==> src/rtl/pwr_mode_seq.sv <==
// -----------------------------------------------------------------------------
// pwr_mode_seq
//   Power-mode sequencer for the switchable domain (VDD_2). It lives in the
//   always-on domain and steps the domain through this order on power-down:
//   clock gate, isolation, retention save, power switch off.
//   Power-up runs the reverse order: power on, restore, release isolation,
//   restart the clock.
//   Completion (or a no-op request) is signalled with a one-cycle mode_ack_o.
//
// Ports
//   clk_i        clock
//   reset_i      synchronous, active-high reset (returns to ON immediately)
//   mode_req_i   request pulse; mode_i is sampled on the same edge
//   mode_i       requested mode: 1 = domain on, 0 = domain off
//   pwr_ack_i    power switch status: 1 = domain powered
//   mode_ack_o   one-cycle pulse: sequence complete or request was a no-op
//   busy_o       sequence in progress; requests are dropped while high
//   cur_mode_o   committed mode; updates together with mode_ack_o
//   clk_en_o     domain clock enable
//   iso_en_o     isolation enable
//   save_o       one-cycle retention save strobe
//   restore_o    one-cycle retention restore strobe
//   pwr_en_o     power switch enable
//   err_o        sticky pwr_ack timeout flag, cleared only by reset
// -----------------------------------------------------------------------------
module pwr_mode_seq #(
    parameter int SETTLE_CYC = 2,
    parameter int ISO_CYC    = 2,
    parameter int TIMEOUT    = 16,
    parameter int CNT_W      = 5
) (
    input  logic clk_i,
    input  logic reset_i,
    input  logic mode_req_i,
    input  logic mode_i,
    input  logic pwr_ack_i,
    output logic mode_ack_o,
    output logic busy_o,
    output logic cur_mode_o,
    output logic clk_en_o,
    output logic iso_en_o,
    output logic save_o,
    output logic restore_o,
    output logic pwr_en_o,
    output logic err_o
);

    typedef enum logic [3:0] {
        S_ON      = 4'd0,
        S_GATE    = 4'd1,
        S_ISO     = 4'd2,
        S_SAVE    = 4'd3,
        S_PDOWN   = 4'd4,
        S_DONE    = 4'd5,
        S_OFF     = 4'd6,
        S_PUP     = 4'd7,
        S_RESTORE = 4'd8,
        S_UNISO   = 4'd9,
        S_UNGATE  = 4'd10
    } state_e;

    // Hold counters count down to zero, so a hold of N cycles loads N-1.
    localparam logic [CNT_W-1:0] SETTLE_LD = CNT_W'(SETTLE_CYC - 1);
    localparam logic [CNT_W-1:0] ISO_LD    = CNT_W'(ISO_CYC - 1);
    localparam logic [CNT_W-1:0] TMO_LAST  = CNT_W'(TIMEOUT - 1);
    localparam logic [CNT_W-1:0] CNT_ZERO  = '0;
    localparam logic [CNT_W-1:0] CNT_MAX   = '1;

    // Saturating helpers: the counter must never wrap.
    function automatic logic [CNT_W-1:0] sat_inc(input logic [CNT_W-1:0] v);
        return (v == CNT_MAX) ? v : v + CNT_W'(1);
    endfunction

    function automatic logic [CNT_W-1:0] sat_dec(input logic [CNT_W-1:0] v);
        return (v == CNT_ZERO) ? v : v - CNT_W'(1);
    endfunction

    state_e           state_q;
    logic [CNT_W-1:0] cnt_q;
    logic [CNT_W-1:0] cnt_inc_d;
    logic [CNT_W-1:0] cnt_dec_d;
    logic             hold_done_s;
    logic             wait_expired_s;
    logic             mode_ack_q, busy_q, cur_mode_q, clk_en_q, iso_en_q;
    logic             save_q, restore_q, pwr_en_q, err_q;

    // Counter next values and terminal-count decodes.
    always_comb begin
        cnt_inc_d      = sat_inc(cnt_q);
        cnt_dec_d      = sat_dec(cnt_q);
        hold_done_s    = (cnt_q == CNT_ZERO);
        // cnt_q holds (cycles spent waiting - 1) when sampled, so TMO_LAST
        // marks the edge on which TIMEOUT cycles have elapsed.
        wait_expired_s = (cnt_q == TMO_LAST);
    end

    // Sequencer FSM with all outputs registered.
    always_ff @(posedge clk_i) begin
        if (reset_i) begin
            state_q    <= S_ON;
            cnt_q      <= CNT_ZERO;
            mode_ack_q <= 1'b0;
            busy_q     <= 1'b0;
            cur_mode_q <= 1'b1;
            clk_en_q   <= 1'b1;
            iso_en_q   <= 1'b0;
            save_q     <= 1'b0;
            restore_q  <= 1'b0;
            pwr_en_q   <= 1'b1;
            err_q      <= 1'b0;
        end else begin
            // Strobes are single-cycle unless re-asserted below.
            mode_ack_q <= 1'b0;
            save_q     <= 1'b0;
            restore_q  <= 1'b0;
            case (state_q)
                S_ON: begin
                    if (mode_req_i && !mode_i) begin
                        state_q  <= S_GATE;
                        busy_q   <= 1'b1;
                        clk_en_q <= 1'b0;
                        cnt_q    <= SETTLE_LD;
                    end else if (mode_req_i) begin
                        mode_ack_q <= 1'b1;  // already on: no-op acknowledge
                    end else begin
                        state_q <= S_ON;
                    end
                end
                S_GATE: begin
                    if (hold_done_s) begin
                        state_q  <= S_ISO;
                        iso_en_q <= 1'b1;
                        cnt_q    <= ISO_LD;
                    end else begin
                        cnt_q <= cnt_dec_d;
                    end
                end
                S_ISO: begin
                    if (hold_done_s) begin
                        state_q <= S_SAVE;
                        save_q  <= 1'b1;
                    end else begin
                        cnt_q <= cnt_dec_d;
                    end
                end
                S_SAVE: begin
                    state_q  <= S_PDOWN;
                    pwr_en_q <= 1'b0;
                    cnt_q    <= CNT_ZERO;
                end
                S_PDOWN: begin
                    // On timeout the domain is still treated as off.
                    if (!pwr_ack_i || wait_expired_s) begin
                        state_q    <= S_DONE;
                        mode_ack_q <= 1'b1;
                        cur_mode_q <= 1'b0;
                        err_q      <= err_q | pwr_ack_i;
                    end else begin
                        cnt_q <= cnt_inc_d;
                    end
                end
                S_OFF: begin
                    if (mode_req_i && mode_i) begin
                        state_q  <= S_PUP;
                        busy_q   <= 1'b1;
                        pwr_en_q <= 1'b1;
                        cnt_q    <= CNT_ZERO;
                    end else if (mode_req_i) begin
                        mode_ack_q <= 1'b1;  // already off: no-op acknowledge
                    end else begin
                        state_q <= S_OFF;
                    end
                end
                S_PUP: begin
                    if (pwr_ack_i) begin
                        state_q   <= S_RESTORE;
                        restore_q <= 1'b1;
                    end else if (wait_expired_s) begin
                        // Abort power-up: switch off again, keep isolation,
                        // skip restore and stay committed to off.
                        state_q    <= S_DONE;
                        pwr_en_q   <= 1'b0;
                        err_q      <= 1'b1;
                        mode_ack_q <= 1'b1;
                        cur_mode_q <= 1'b0;
                    end else begin
                        cnt_q <= cnt_inc_d;
                    end
                end
                S_RESTORE: begin
                    state_q <= S_UNISO;
                    cnt_q   <= ISO_LD;
                end
                S_UNISO: begin
                    if (hold_done_s) begin
                        state_q  <= S_UNGATE;
                        iso_en_q <= 1'b0;
                        cnt_q    <= SETTLE_LD;
                    end else begin
                        cnt_q <= cnt_dec_d;
                    end
                end
                S_UNGATE: begin
                    if (hold_done_s) begin
                        state_q    <= S_DONE;
                        clk_en_q   <= 1'b1;
                        mode_ack_q <= 1'b1;
                        cur_mode_q <= 1'b1;
                    end else begin
                        cnt_q <= cnt_dec_d;
                    end
                end
                S_DONE: begin
                    busy_q  <= 1'b0;
                    state_q <= cur_mode_q ? S_ON : S_OFF;
                end
                default: begin
                    // Illegal encoding: fall back to the safe powered state.
                    state_q    <= S_ON;
                    cnt_q      <= CNT_ZERO;
                    busy_q     <= 1'b0;
                    cur_mode_q <= 1'b1;
                    clk_en_q   <= 1'b1;
                    iso_en_q   <= 1'b0;
                    pwr_en_q   <= 1'b1;
                end
            endcase
        end
    end

    assign mode_ack_o = mode_ack_q;
    assign busy_o     = busy_q;
    assign cur_mode_o = cur_mode_q;
    assign clk_en_o   = clk_en_q;
    assign iso_en_o   = iso_en_q;
    assign save_o     = save_q;
    assign restore_o  = restore_q;
    assign pwr_en_o   = pwr_en_q;
    assign err_o      = err_q;

endmodule

==> config.mk <==
export PLATFORM = sky130hd
export DESIGN_NAME = pwr_mode_seq
export DESIGN_NICKNAME = d
export VERILOG_FILES = /design/src/rtl/pwr_mode_seq.sv
export SDC_FILE = /design/constraint.sdc
export NUM_CORES = 1
export LEC_CHECK = 0
export BUFFER_PORTS_ARGS = -buffer_cell sky130_fd_sc_hd__buf_2
export CORE_MARGIN = 4
export CORE_UTILIZATION = 55
export CTS_BUF_LIST = sky130_fd_sc_hd__clkbuf_8
export CTS_CLUSTER_DIAMETER = 60
export CTS_CLUSTER_SIZE = 40
export DETAILED_ROUTE_END_ITERATION = 10
export PLACE_DENSITY_LB_ADDON = 0.3
export RECOVER_POWER = 50
export SYNTH_ARGS = -nofsm -noshare
export SYNTH_HDL_FRONTEND = slang
export SYNTH_SLANG_ARGS = --single-unit
==> constraint.sdc <==
create_clock -name clk_i -period 5.3 [get_ports clk_i]
set_input_delay 1.59 -clock clk_i [delete_from_list [all_inputs] [get_ports clk_i]]
set_output_delay 1.59 -clock clk_i [all_outputs]
set_load 0.01 [all_outputs]
Word-level counts from Yosys, hierarchy flattened
Cells that the tools add are included.
W data, S select, Z words.
- register bits after elaboration: 18
- latch bits: 0
- memory bits (writable): 0
- ROM bits: 0
- input bits: 5
- output and inout bits: 9
- memories: 0
- add/sub/neg operators: 2
- multipliers: 0
- divide/modulo/power cells: 0
- magnitude comparators: 0
- equality and inequality tests: 27
- shift-type cells: 0
- muxes and demuxes: 48
- bitwise operators: 9
- reductions and logical operators: 25
- operators with widths (operator ; count):
    $mux W4 ; 11
    $pmux W4 S11 ; 1
    $mux W5 ; 8
    $pmux W5 S8 ; 1
    $ne A2 B2 Y1 const B ; 12
    $reduce_or A8 Y1 ; 3
    $mux W1 ; 19
    $reduce_or A9 Y1 ; 2
    $eq A4 B3 Y1 const B ; 4
    $eq A4 B4 Y1 const B ; 3
    $ne A3 B3 Y1 const B ; 3
    $pmux W1 S3 ; 3
    $reduce_and A3 Y1 ; 3
    $eq A4 B2 Y1 const B ; 2
    $not A1 Y1 ; 8
    $pmux W1 S4 ; 2
    $reduce_and A4 Y1 ; 2
    $reduce_and A8 Y1 ; 1
    $reduce_or A2 Y1 ; 4
    $reduce_and A7 Y1 ; 1
    $add A5 B1 Y5 const B ; 1
    $eq A5 B4 Y1 const B ; 1
    $eq A5 B5 Y1 const B ; 1
    $logic_not A5 Y1 ; 1
    12 further kinds ; 14

Logic depth before layout (Yosys ltp)
Gate-level depths: netlist (run 1).
- word-level depth: 5
- gate-level depth with buffers: 7
- mapped depth without buffers: 7

Least setup slack after synthesis (run 1)
Ideal clock, no wire load.
- kind: input -> register
- from: input pwr_ack_i
- to: register state_q[2]
- library setup time: 0.088 ns
- arrival: 2.632 ns
- required time: 5.212 ns
- slack: 2.580 ns
- cell stages on the path: 4
- cell sequence: or3b_1 a211o_1 and3_4 a311oi_2
- longest elaborated chain between the ends: 4
- elaborated cells on any way between the ends: 7
- ends and longest elaborated chain (element ; RTL line ; text):
    start, declared ; 36 ; input logic pwr_ack_i,
    $logic_not A1 Y1 ; 153 ; if (!pwr_ack_i || wait_expired_s) begin
    $logic_or A1 B1 Y1 ; 153 ;
    $ne A2 B2 Y1 (no source line) ; n/a ;
    $reduce_and A8 Y1 (no source line) ; n/a ;
    end signal, assigned ; 215 ; state_q <= cur_mode_q ? S_ON : S_OFF;
    end, declared ; 78 ; state_e state_q;
Several ways; a longest one is shown, not always the timed one.
A chain may end at the register's enable or synchronous reset.

Worst setup path in the final report (run 1)
Same ends and word-level chain as after synthesis.

==> results.md, run 1 <==
* Yosys top cell by area: dfxtp_1
* Clock skew at 0.715 ps
* Worst R2R Setup Slack at between 2000 and 3000 ps
* Int Power at 451 µW
* Lkg Pwr at 0.546 nW
* Final cycle utilization of the critical path at between 50% and 60%
* PD cells at 558 nW/µm²
* Post-synth EDFFs at 0
* Switching pwr at roughly 400 µW
* Predominant post-synthesis flop cell: dfxtp_1
* Initial Util at 58.4%
* Max-slew headroom at 33.7%
* Core box area at between 2000 and 2500 µm²
* Fill cell total of the finished layout at 232
* Slowest stage cell, crit path: or3b_1
* Crit-path max FO at 8
* Netlist area before placement at 1460 µm²
* Design Power at approximately 850 µW
* Peak Freq at 361 MHz
* WL/cell at 16.8 µm
* Synth cell count leaders: dfxtp_1 (18), a21oi_1 (11), nor2_1 (11), o21ai_0 (11), inv_1 (9)
* Sequential fraction of design power at 31.0%
* Clock sink count at 18
* Worst-Margin Slew at 993 ps
* Gate power share at 55.2%
* Hold/Removal Path Class: reg -> reg
* Worst setup SP type: primary input
* CTS tree: yes
* First-pass GRT wire length at 5870 µm
* Sequential fraction of the synthesis area at 24.7%
* Post-Place Cells at 206
* I/O pins at 14
* Net Sw Frac at approximately 47%
* Design area at 1520 µm²
* Top-count cell post-synth: dfxtp_1
* Drt total wl at 3540 µm
* Total global routing overflow at 0
* Area Overhead vs Synth at 4.37%
* Synth top area share at ~25%
* Detailed Place HPWL at between 2000 and 2500 µm
* Die width at 59.5 µm
* DRT iter0 DRCs at 85
* Synth Area per Inst at around 8.2 µm²
* Final Core Density at roughly 61%
* Gpl congestion at between 0.9 and 1
* CTS max path bufs at 2
* DRT Pass-1 Iters at 4
* Fin cells at 210
* Slew Viols, Final at 0
* Total GRT Usage at 21.5%
* Yosys reg bits at 18
* Final ANT Viol Nets at 0
* Root buffer cell: clkbuf_8
* Synth Instances at roughly 180
* IO Port Bufs at 13
* Nets@finish at 191
* Clk slew on worst S/H paths at 70 ps
* Inserted Clock Buffers at 3
* Placed cell areas at 1480 µm²
* Endpoints failing setup at 0
* Setup Crit Path Kind: in -> reg
* Setup crit end kind: flop
* Remaining DRCs at 0
* Num rows at 18
* YS warnings at 0
* H-tree Lvls at 1
* Initial antenna violation count at 0
* Vias in the first global route at 1240
* Final TNS setup at 0 ps
* Top post-synthesis cells by area: dfxtp_1 (25%), ha_1 (4.3%), a21oi_1 (3.8%)
* Clock group share of total power at 13.8%
* CTS Hold Bufs at 0
* DIE AREA at 3540 µm²
* Largest net degree at the start of global routing at 33
* RSZ-0062 raised after global routing: no
* Hold Vio Cnt, Final at 0
* DR vias at 1366
* Asr flop ratio synth at 0%
* Worst Path Required at 5480 ps
* Total setup buffers inserted after CTS at 0
* Fin crit period at 2770 ps
* Post-CTS Resized at 0
* Worst-Skew Late Latency at about 260 ps
* Share of layout cells above drive strength 1 at 12.8%
* N_diodes at 0
* Syn Nets at 187
* Die H at 59.5 µm
* Worst vdd ir at 0.348 mV
* Worst path cell trace: clkbuf_1 -> or3b_1 -> a211o_1 -> and3_4 -> a311oi_2
* Max stage delay on crit path at 400 ps
* Synth unique cells at 59
* Vias/cell at around 6.5
* Run status: completed
* WP data arrival at approximately 3000 ps
* Max_cap viols at 0
[per-layer routing]
layer | vias up | share of wire, % | track usage [%]
met3 | 7 | 7.1 | 4.14
li1 | 671 | - | -
met1 | 642 | 46 | 28.3
met2 | 46 | 46 | 35.1
met4 | 0 | 1.2 | 6.65
met5 | - | 0 | 0
[power by group through the flow]
stage | clock, mW | combinational (mW) | sequential, mW
4_1_cts | 0.116 | 0.464 | 0.260
2_1_floorplan | 0 | 0.439 | 0.201
6_report | 0.117 | 0.469 | 0.264
5_1_grt | 0.122 | 0.516 | 0.274
3_3_place_gp | 0 | 0.447 | 0.258
3_5_place_dp | 0 | 0.457 | 0.263
[per-stage QoR]
step	hold slack (ps)	setup slack (ps)
after floorplan	491	2580
after global placement	445	2420
after detailed placement	452	2370
after CTS	467	2630
after global routing	487	2420
final	472	2530
[kinds of logic (layout without fill, tap and decap cells)]
logic type	after synthesis	count (layout)	share of synthesized area (%)
flip-flops	18	18	24.7
adder cells (fa/ha/maj)	5	5	4.29
AND/OR/NAND/NOR	60	60	26.2
AO/OA/AOI/OAI	60	60	29.8
multiplexers	3	3	2.14
XOR/XNOR	8	8	4.80
buffers and inverters	23	26	8.06
[placed cells by master (no fill, tap or decap), types with 3 or more instances in the layout]
master / netlist / final
a311oi_1: 3 / 3
xor2_1: 5 / 5
nor3b_1: 3 / 3
nand2_1: 8 / 8
nand3_1: 4 / 4
ha_1: 5 / 5
o211ai_1: 4 / 4
clkbuf_1: 5 / 8
nor2_1: 11 / 11
nand2b_1: 7 / 7
nor3_1: 3 / 3
o21ai_0: 11 / 11
inv_1: 9 / 9
xnor2_1: 3 / 3
a22oi_1: 3 / 3
dfxtp_1: 18 / 18
a31oi_1: 3 / 3
a21oi_1: 11 / 11
o32ai_1: 4 / 4
buf_2: 4 / 5
clkbuf_8: 0 / 4
[state kept, by name (all words and copies together) (netlist names)]
register / count
clk_en_o: 1
state_q: 4
mode_ack_o: 1
pwr_en_o: 1
restore_o: 1
err_o: 1
save_o: 1
busy_o: 1
cur_mode_o: 1
iso_en_o: 1
cnt_q: 5
[critical path: cells and delay by family]
family | cells | cell delay (ps)
compound gates | 2 | 540
simple gates | 2 | 600
buf+inv | 1 | 220
[cell type report]
cell class	instances	area, µm²	share of cell area [%]
Timing Repair Buffer	13	55.1	3.62
Sequential cell	18	360	23.7
Inverter	9	33.8	2.22
Tap cell	30	37.5	2.47
Multi-Input combinational cell	136	981	64.4
Clock buffer	4	55.1	3.62
[worst paths after layout]
kind	from	end	depth (start not counted)
setup / recovery	pwr_ack_i	state_q[2]$_SDFFE_PP0P_	5
hold / removal	clk_en_o$_SDFFE_PP1P_	clk_en_o$_SDFFE_PP1P_	2
setup reg to reg	state_q[1]$_SDFFE_PP0P_	cnt_q[2]$_SDFFE_PP0P_	4
hold reg to reg	clk_en_o$_SDFFE_PP1P_	clk_en_o$_SDFFE_PP1P_	2
No activity file was read; power rests on OpenSTA's default activity.
==> run 2: changes to the inputs <==
- ABC_AREA: unset -> 1
- clock period: 5.3 -> 2.3 ns (I/O delays scaled with it)
==> run 2 against run 1 <==
Worst hold slack worse by 6.5 ps. Register-to-register slack lost 2600 ps. Combinational power rose to 2.9 times the previous value. Count of clock-buffer cells in the layout unchanged. Routed wire length up 8.1%. Non-clock buffer count increased by 1.
==> results.md, run 2 <==
* Total setup buffers inserted after CTS at 0 (unchanged)
* Setup Crit Path Kind: reg -> reg
* Worst R2R Setup Slack at 310 ps (-2600 ps)
* Remaining DRCs at 0 (unchanged)
* Peak Freq at between 500 and 600 MHz
* Yosys top cell by area: dfxtp_1
* Drt total wl at 3820 µm (+8.1%)
* Hold/Removal Path Class: reg -> reg
* Hold slack at 466 ps (-6.54 ps)
* Most frequent cells in the layout: nand2_1 (78), nor2_1 (38), inv_1 (27), nand3_1 (25), dfxtp_1 (18)
* PD cells at 1410 nW/µm² (+150%)
* Netlist area before placement at 1400 µm² (-4.3%)
* Clock skew at 1.90 ps (+1.18 ps)
* Syn Nets at 254 (+36%)
* Root buffer cell: clkbuf_8
* Sequential fraction of the synthesis area at 25.8% (+1.1 points)
* Total GRT Usage at 24.6% (+3.2 points)
* Net Sw Frac at 54.2% (+7.2 points)
* YS warnings at 0 (unchanged)
* Endpoints failing setup at 0 (unchanged)
* Vias in the first global route at 1399 (+13%)
* Design area at 1520 µm² (unchanged)
* I/O pins at 14 (unchanged)
* Worst vdd ir at 0.875 mV (+150%)
* Worst slack, placed at 406 ps (-1960 ps)
* DR vias at 1601 (+17%)
* Top post-synthesis cells by area: dfxtp_1 (26%), nand2_1 (21%), nor2_1 (9.9%)
* Reg with most FFs: cnt_q
* Max_cap viols at 0 (unchanged)
* Placed cell areas at 1480 µm² (+0.42%)
* Int Power at 983 µW (+120%)
* Clock group share of total power at 12.7% (-1.1 points)
* Inserted Clock Buffers at 3 (unchanged)
* CTS tree: yes
* Synth unique cells at 23 (-61%)
* Fill cell total of the finished layout at 220 (-5.2%)
* Synth top area share at 25.8% (+1.1 points)
* Synth Area per Inst at 5.72 µm² (-31%)
* Nets@finish at 270 (+41%)
* Fin cells at 287 (+37%)
* Final TNS setup at 0 ps (unchanged)
* RSZ-0062 raised after global routing: no
* Die H at 58.4 µm (-1.9%)
* R2R cell count at 11 (+7)
* CTS Hold Bufs at 0 (unchanged)
* Worst-Margin Slew at 365 ps (-629 ps)
* Gate power share at 63.1% (+7.9 points)
* Final cycle utilization of the critical path at 86.6%
* DIE AREA at 3410 µm² (-3.7%)
* Top-count cell post-synth: nand2_1
* WP data arrival at 2150 ps (-800 ps)
* DRT Pass-1 Iters at 5 (+1)
* Die width at 58.4 µm (-1.9%)
* Num rows at 17 (-1)
* Post-Place Cells at 283 (+37%)
* Hold depth at 2 (unchanged)
* Initial antenna violation count at 0 (unchanged)
* Largest register FFs at 5 (unchanged)
* Total global routing overflow at 0 (unchanged)
* Vias/cell at 5.58 (-14%)
* Lkg Pwr at 0.783 nW (+43%)
* Crit-path max FO at 5 (-3)
* Predominant post-synthesis flop cell: dfxtp_1
* H-tree Lvls at 1 (unchanged)
* Initial Util at 60.2% (+1.9 points)
* IO Port Bufs at 13 (unchanged)
* Worst R2R End: state_q[3]$_SDFFE_PP0P_
* Max-slew headroom at 75.6% (+42 points)
* Switching pwr at 1.16 mW (+190%)
* Slew Viols, Final at 0 (unchanged)
* Area Overhead vs Synth at 9.05%
* Core box area at 2320 µm² (-7.3%)
* Clock sink count at 18 (unchanged)
* Run status: completed
* Detailed Place HPWL at 2920 µm (+19%)
* Hold Vio Cnt, Final at 0 (unchanged)
* DRT iter0 DRCs at 136 (+60%)
* Synth cell count leaders: nand2_1 (77), nor2_1 (37), inv_1 (27)
* WL/cell at 13.3 µm (-21%)
* CTS max path bufs at 2 (unchanged)
* PnR worst setup slack at 308 ps (-2220 ps)
* Fin crit period at 1990 ps
* Clk slew on worst S/H paths at 80 ps (about the same)
* Hold Startpoint: iso_en_o$_SDFFE_PP0P_
* Largest regs: cnt_q (5), state_q (4)
* Post-CTS Resized at 0 (unchanged)
* RR Startpoint: cnt_q[1]$_SDFFE_PP0P_
* Final ANT Viol Nets at 0 (unchanged)
* Yosys reg bits at 18 (unchanged)
* Worst hold path endpoint: iso_en_o$_SDFFE_PP0P_
* Sequential fraction of design power at 24.2% (-6.8 points)
* Largest net degree at the start of global routing at 13 (-61%)
* Share of layout cells above drive strength 1 at 6.95% (-5.8 points)
* Worst-Skew Late Latency at 260 ps (about the same)
* Worst setup SP type: flop
* Gpl congestion at 0.996 (+7.2%)
* Commonest non-fill, non-tap cell in the layout: nand2_1
* First-pass GRT wire length at 6580 µm (+12%)
* Synth Instances at 244 (+38%)
* N_diodes at 0 (unchanged)
* Worst Path Required at 2460 ps (-3020 ps)
* Setup crit end kind: flop
* Post-synth EDFFs at 0 (unchanged)
* Asr flop ratio synth at 0% (unchanged)
[run 2: changes by cell type after synthesis, sizes merged, moves of 4 or more]
cell,delta
nand2,+71
nor2,+31
inv,+22
nand3,+21
buf,-7
nand2b,-7
nand4,+5
a311oi,-4
clkbuf,-4
o32ai,-4
[run 2: power groups by stage]
stage	clock [mW]	sequential, mW	combinational (mW)
after floorplan	0	0.497	1.06
after global placement	0	0.517	1.35
after detailed placement	0	0.520	1.34
after CTS	0.275	0.513	1.35
after global routing	0.286	0.534	1.55
final	0.273	0.518	1.35
[run 2: cell type report]
| class | count | area [µm²] | share of cell area, % |
|---|---|---|---|
| sequential | 18 | 360 | 23.7 |
| timing repair buffer | 14 | 61.3 | 4.03 |
| inverter | 31 | 116 | 7.64 |
| tap | 28 | 35.0 | 2.30 |
| clock buffer | 4 | 55.1 | 3.62 |
| multi-input combinational | 192 | 895 | 58.8 |
[run 2: routing by layer]
| layer | wire [µm] | vias to the layer above | GRT usage, % |
|---|---|---|---|
| met5 | 0 | - | 0 |
| met4 | 54 | 0 | 8.61 |
| met3 | 447 | 6 | 3.29 |
| met2 | 1470 | 96 | 33.3 |
| met1 | 1850 | 681 | 38.8 |
| li1 | - | 818 | - |
[run 2: critical path: stages, from the launching register on]
cell and delay (ps):
dfxtp_1 420, ha_1 230, nand2_1 70, nor2_1 130, ha_1 250, inv_1 100, nand4_1 130, nand2_1 70
nor2_1 130, nand2_1 120, o21ai_0 170, nor2_1 50
[run 2: kinds of logic (layout without fill, tap and decap cells)]
kind of cell             Yosys count  after routing  share of synthesized area [%]
AND/OR/NAND/NOR                  155            155                           47.0
adder cells (fa/ha/maj)            5              5                           4.48
flip-flops                        18             18                           25.8
AO/OA/AOI/OAI                     30             30                           11.7
XOR/XNOR                           2              2                           1.25
buffers and inverters             34             49                           9.77
[run 2: worst max path at each step]
stage                               start                       to  depth (start not counted)
finish              cnt_q[1]$_SDFFE_PP0P_  state_q[3]$_SDFFE_PP0P_                         11
global route        cnt_q[1]$_SDFFE_PP0P_  state_q[0]$_SDFFE_PP0P_                         11
CTS                 cnt_q[1]$_SDFFE_PP0P_  state_q[3]$_SDFFE_PP0P_                         11
detailed placement  cnt_q[1]$_SDFFE_PP0P_  state_q[1]$_SDFFE_PP0P_                         11
global placement    cnt_q[0]$_SDFFE_PP0P_  state_q[3]$_SDFFE_PP0P_                         11
floorplan           cnt_q[0]$_SDFFE_PP0P_  state_q[3]$_SDFFE_PP0P_                         11
[run 2: per-stage QoR]
| step | utilization [%] | power, mW |
|---|---|---|
| after floorplan | - | 1.55 |
| after global placement | 64.0 | 1.86 |
| after detailed placement | 64.0 | 1.86 |
| after CTS | 66.4 | 2.14 |
| after global routing | 65.7 | 2.37 |
| final | 65.7 | 2.14 |
==> run 3: changes to the inputs <==
- RECOVER_POWER: 50 -> unset
- SETUP_SLACK_MARGIN: unset -> 0.02
==> run 3 against run 2 <==
Register-to-register slack is essentially flat. Final cell count is the same. Via count grew 1.2%. Die area is the same. Clock skew shrank 0.78 ps.
==> results.md, run 3 (synthesis results as in run 2) <==
* Vias/cell at 5.64 (+1.2%)
* Design Power at 2.16 mW (+0.83%)
* N_diodes at 0 (unchanged)
* H-tree Lvls at 1 (unchanged)
* Placed cell areas at 1480 µm² (unchanged)
* Worst Path Required at 2460 ps (about the same)
* DIE AREA at 3410 µm² (unchanged)
* Die H at 58.4 µm (unchanged)
* DRT iter0 DRCs at 133 (-2.2%)
* Final cycle utilization of the critical path at 86.5% (-0.15 points)
* M2 GR Usage at 33.3% (unchanged)
* Inserted Clock Buffers at 3 (unchanged)
* Largest register FFs at 5 (unchanged)
* Max-slew headroom at 76.4% (+0.77 points)
* Initial Util at 60.2% (unchanged)
* Worst-Margin Slew at 351 ps (-14.3 ps)
* WL/cell at 13.3 µm (about the same)
* Final Core Density at 66.4% (+0.70 points)
* Detailed Place HPWL at 2920 µm (unchanged)
* Commonest non-fill, non-tap cell in the layout: nand2_1
* CTS tree: yes
* RSZ-0062 raised after global routing: no
* Max stage delay on crit path at 420 ps (about the same)
* Initial antenna violation count at 0 (unchanged)
* CTS Hold Bufs at 0 (unchanged)
* Int Power at 994 µW (+1.2%)
* Die width at 58.4 µm (unchanged)
* Fill cell total of the finished layout at 215 (-2.3%)
* Met3 GRT Util at 3.29% (unchanged)
* Setup crit end kind: flop
* Root buffer cell: clkbuf_8
* Share of layout cells above drive strength 1 at 11.2% (+4.2 points)
* Final ANT Viol Nets at 0 (unchanged)
* Num rows at 17 (unchanged)
* Gpl congestion at 0.996 (unchanged)
* Endpoints failing setup at 0 (unchanged)
* Clock group share of total power at 12.5% (-0.2 points)
* Area Overhead vs Synth at 10.2%
* I/O pins at 14 (unchanged)
* Clk slew on worst S/H paths at 70 ps (about the same)
* CP delay by family, top: simple AND/OR/NAND/NOR gates
* Run status: completed
* Total setup buffers inserted after CTS at 0 (unchanged)
* Reg with most FFs: cnt_q
* DRT Pass-1 Iters at 5 (unchanged)
* Most frequent cells in the layout: nand2_1 (77), nor2_1 (37), inv_1 (27), nand3_1 (25), dfxtp_1 (18)
* Met1 Track Usage GR at 38.8% (unchanged)
* Post-CTS Resized at 0 (unchanged)
* Net Sw Frac at 54.0% (-0.17 points)
* CTS max path bufs at 2 (unchanged)
* Worst vdd ir at 0.878 mV (+0.30%)
* DR vias at 1620 (+1.2%)
* Worst R2R Setup Slack at 310 ps (about the same)
* IO Port Bufs at 13 (unchanged)
* Final TNS setup at 0 ps (unchanged)
* Sequential fraction of design power at 24.0% (-0.2 points)
* Crit-path max FO at 5 (unchanged)
* CP bufs+invs at 1 (unchanged)
* Lkg Pwr at 0.812 nW (+3.8%)
* First-pass GRT wire length at 6580 µm (unchanged)
* Switching pwr at 1.17 mW (+0.51%)
* Nets@finish at 270 (unchanged)
* Remaining DRCs at 0 (unchanged)
* Max_cap viols at 0 (unchanged)
* Core box area at 2320 µm² (unchanged)
* Total GRT Usage at 24.6% (unchanged)
* Worst path cell trace: ha_1 -> nand2_1 -> nor2_1 -> ha_1 -> inv_1 -> nand4_1 -> nand2_1 -> nor2_1 -> nand2_1 -> o21ai_0 -> nor2_1
* Worst-Skew Late Latency at 260 ps (about the same)
* PD cells at 1400 nW/µm² (-0.24%)
* Design area at 1540 µm² (+1.1%)
* Total global routing overflow at 0 (unchanged)
* Gate power share at 63.5% (+0.4 points)
* Worst setup SP type: flop
* Largest regs: cnt_q (5), state_q (4)
* Largest net degree at the start of global routing at 13 (unchanged)
* Hold Vio Cnt, Final at 0 (unchanged)
* Busiest grt layer: met1
* Slew Viols, Final at 0 (unchanged)
* Peak Freq at 503 MHz (+0.18%)
* Hold/Removal Path Class: reg -> reg
* Clock skew at 1.12 ps (-0.781 ps)
* Drt total wl at 3820 µm (about the same)
* Setup Crit Path Kind: reg -> reg
* Vias in the first global route at 1399 (unchanged)
* Slowest stage cell, crit path: dfxtp_1
* Fin crit period at 1990 ps (-3.51 ps)
* Clock sink count at 18 (unchanged)
* WP data arrival at 2150 ps (about the same)
[run 3: cell types whose count changed in the layout (fill, tap and decap cells not counted)]
cell / delta
nand2_2: +1
clkbuf_1: -9
nor2_1: -1
nand2_1: -1
nor2_2: +1
buf_2: +9
[run 3: layout make-up]
type                    count  area [µm²]  share of cell area (%)
flip-flops and latches     18         360                    23.4
inverters                  31         116                    7.56
multi-input cells         192         900                    58.5
well taps                  28        35.0                    2.28
clock buffers               4        55.1                    3.58
repair buffers             14        72.6                    4.72
[run 3: per-layer routing]
metal | part of all wire (%) | up-vias
met4 | 0.79 | 0
met2 | 40 | 108
met3 | 12 | 6
met1 | 47 | 686
li1 | - | 820
met5 | 0 | -
[run 3: power groups by stage]
stage               combinational [mW]  clock, mW  sequential [mW]
floorplan                         1.06          0            0.497
global placement                  1.35          0            0.517
detailed placement                1.34          0            0.520
CTS                               1.35      0.275            0.513
global route                      1.57      0.286            0.533
finish                            1.37      0.271            0.518
[run 3: through the flow]
step	std cells	hold slack [ps]	setup WS, ps
after global routing	287	502	95.0
after detailed placement	283	454	406
final	287	463	311
after CTS	287	466	348
after floorplan	244	476	610
after global placement	283	432	487
[run 3: tightest hold or removal path, cell delays in order (launching register included)]
cell     delay [ps]
dfxtp_1         310
nand2_1          60
a21oi_1          50
[run 3: worst paths after layout]
path | start | to | cells after the start
max | cnt_q[1]$_SDFFE_PP0P_ | state_q[3]$_SDFFE_PP0P_ | 11
min | iso_en_o$_SDFFE_PP0P_ | iso_en_o$_SDFFE_PP0P_ | 2
min reg2reg | iso_en_o$_SDFFE_PP0P_ | iso_en_o$_SDFFE_PP0P_ | 2
max reg2reg | cnt_q[1]$_SDFFE_PP0P_ | state_q[3]$_SDFFE_PP0P_ | 11
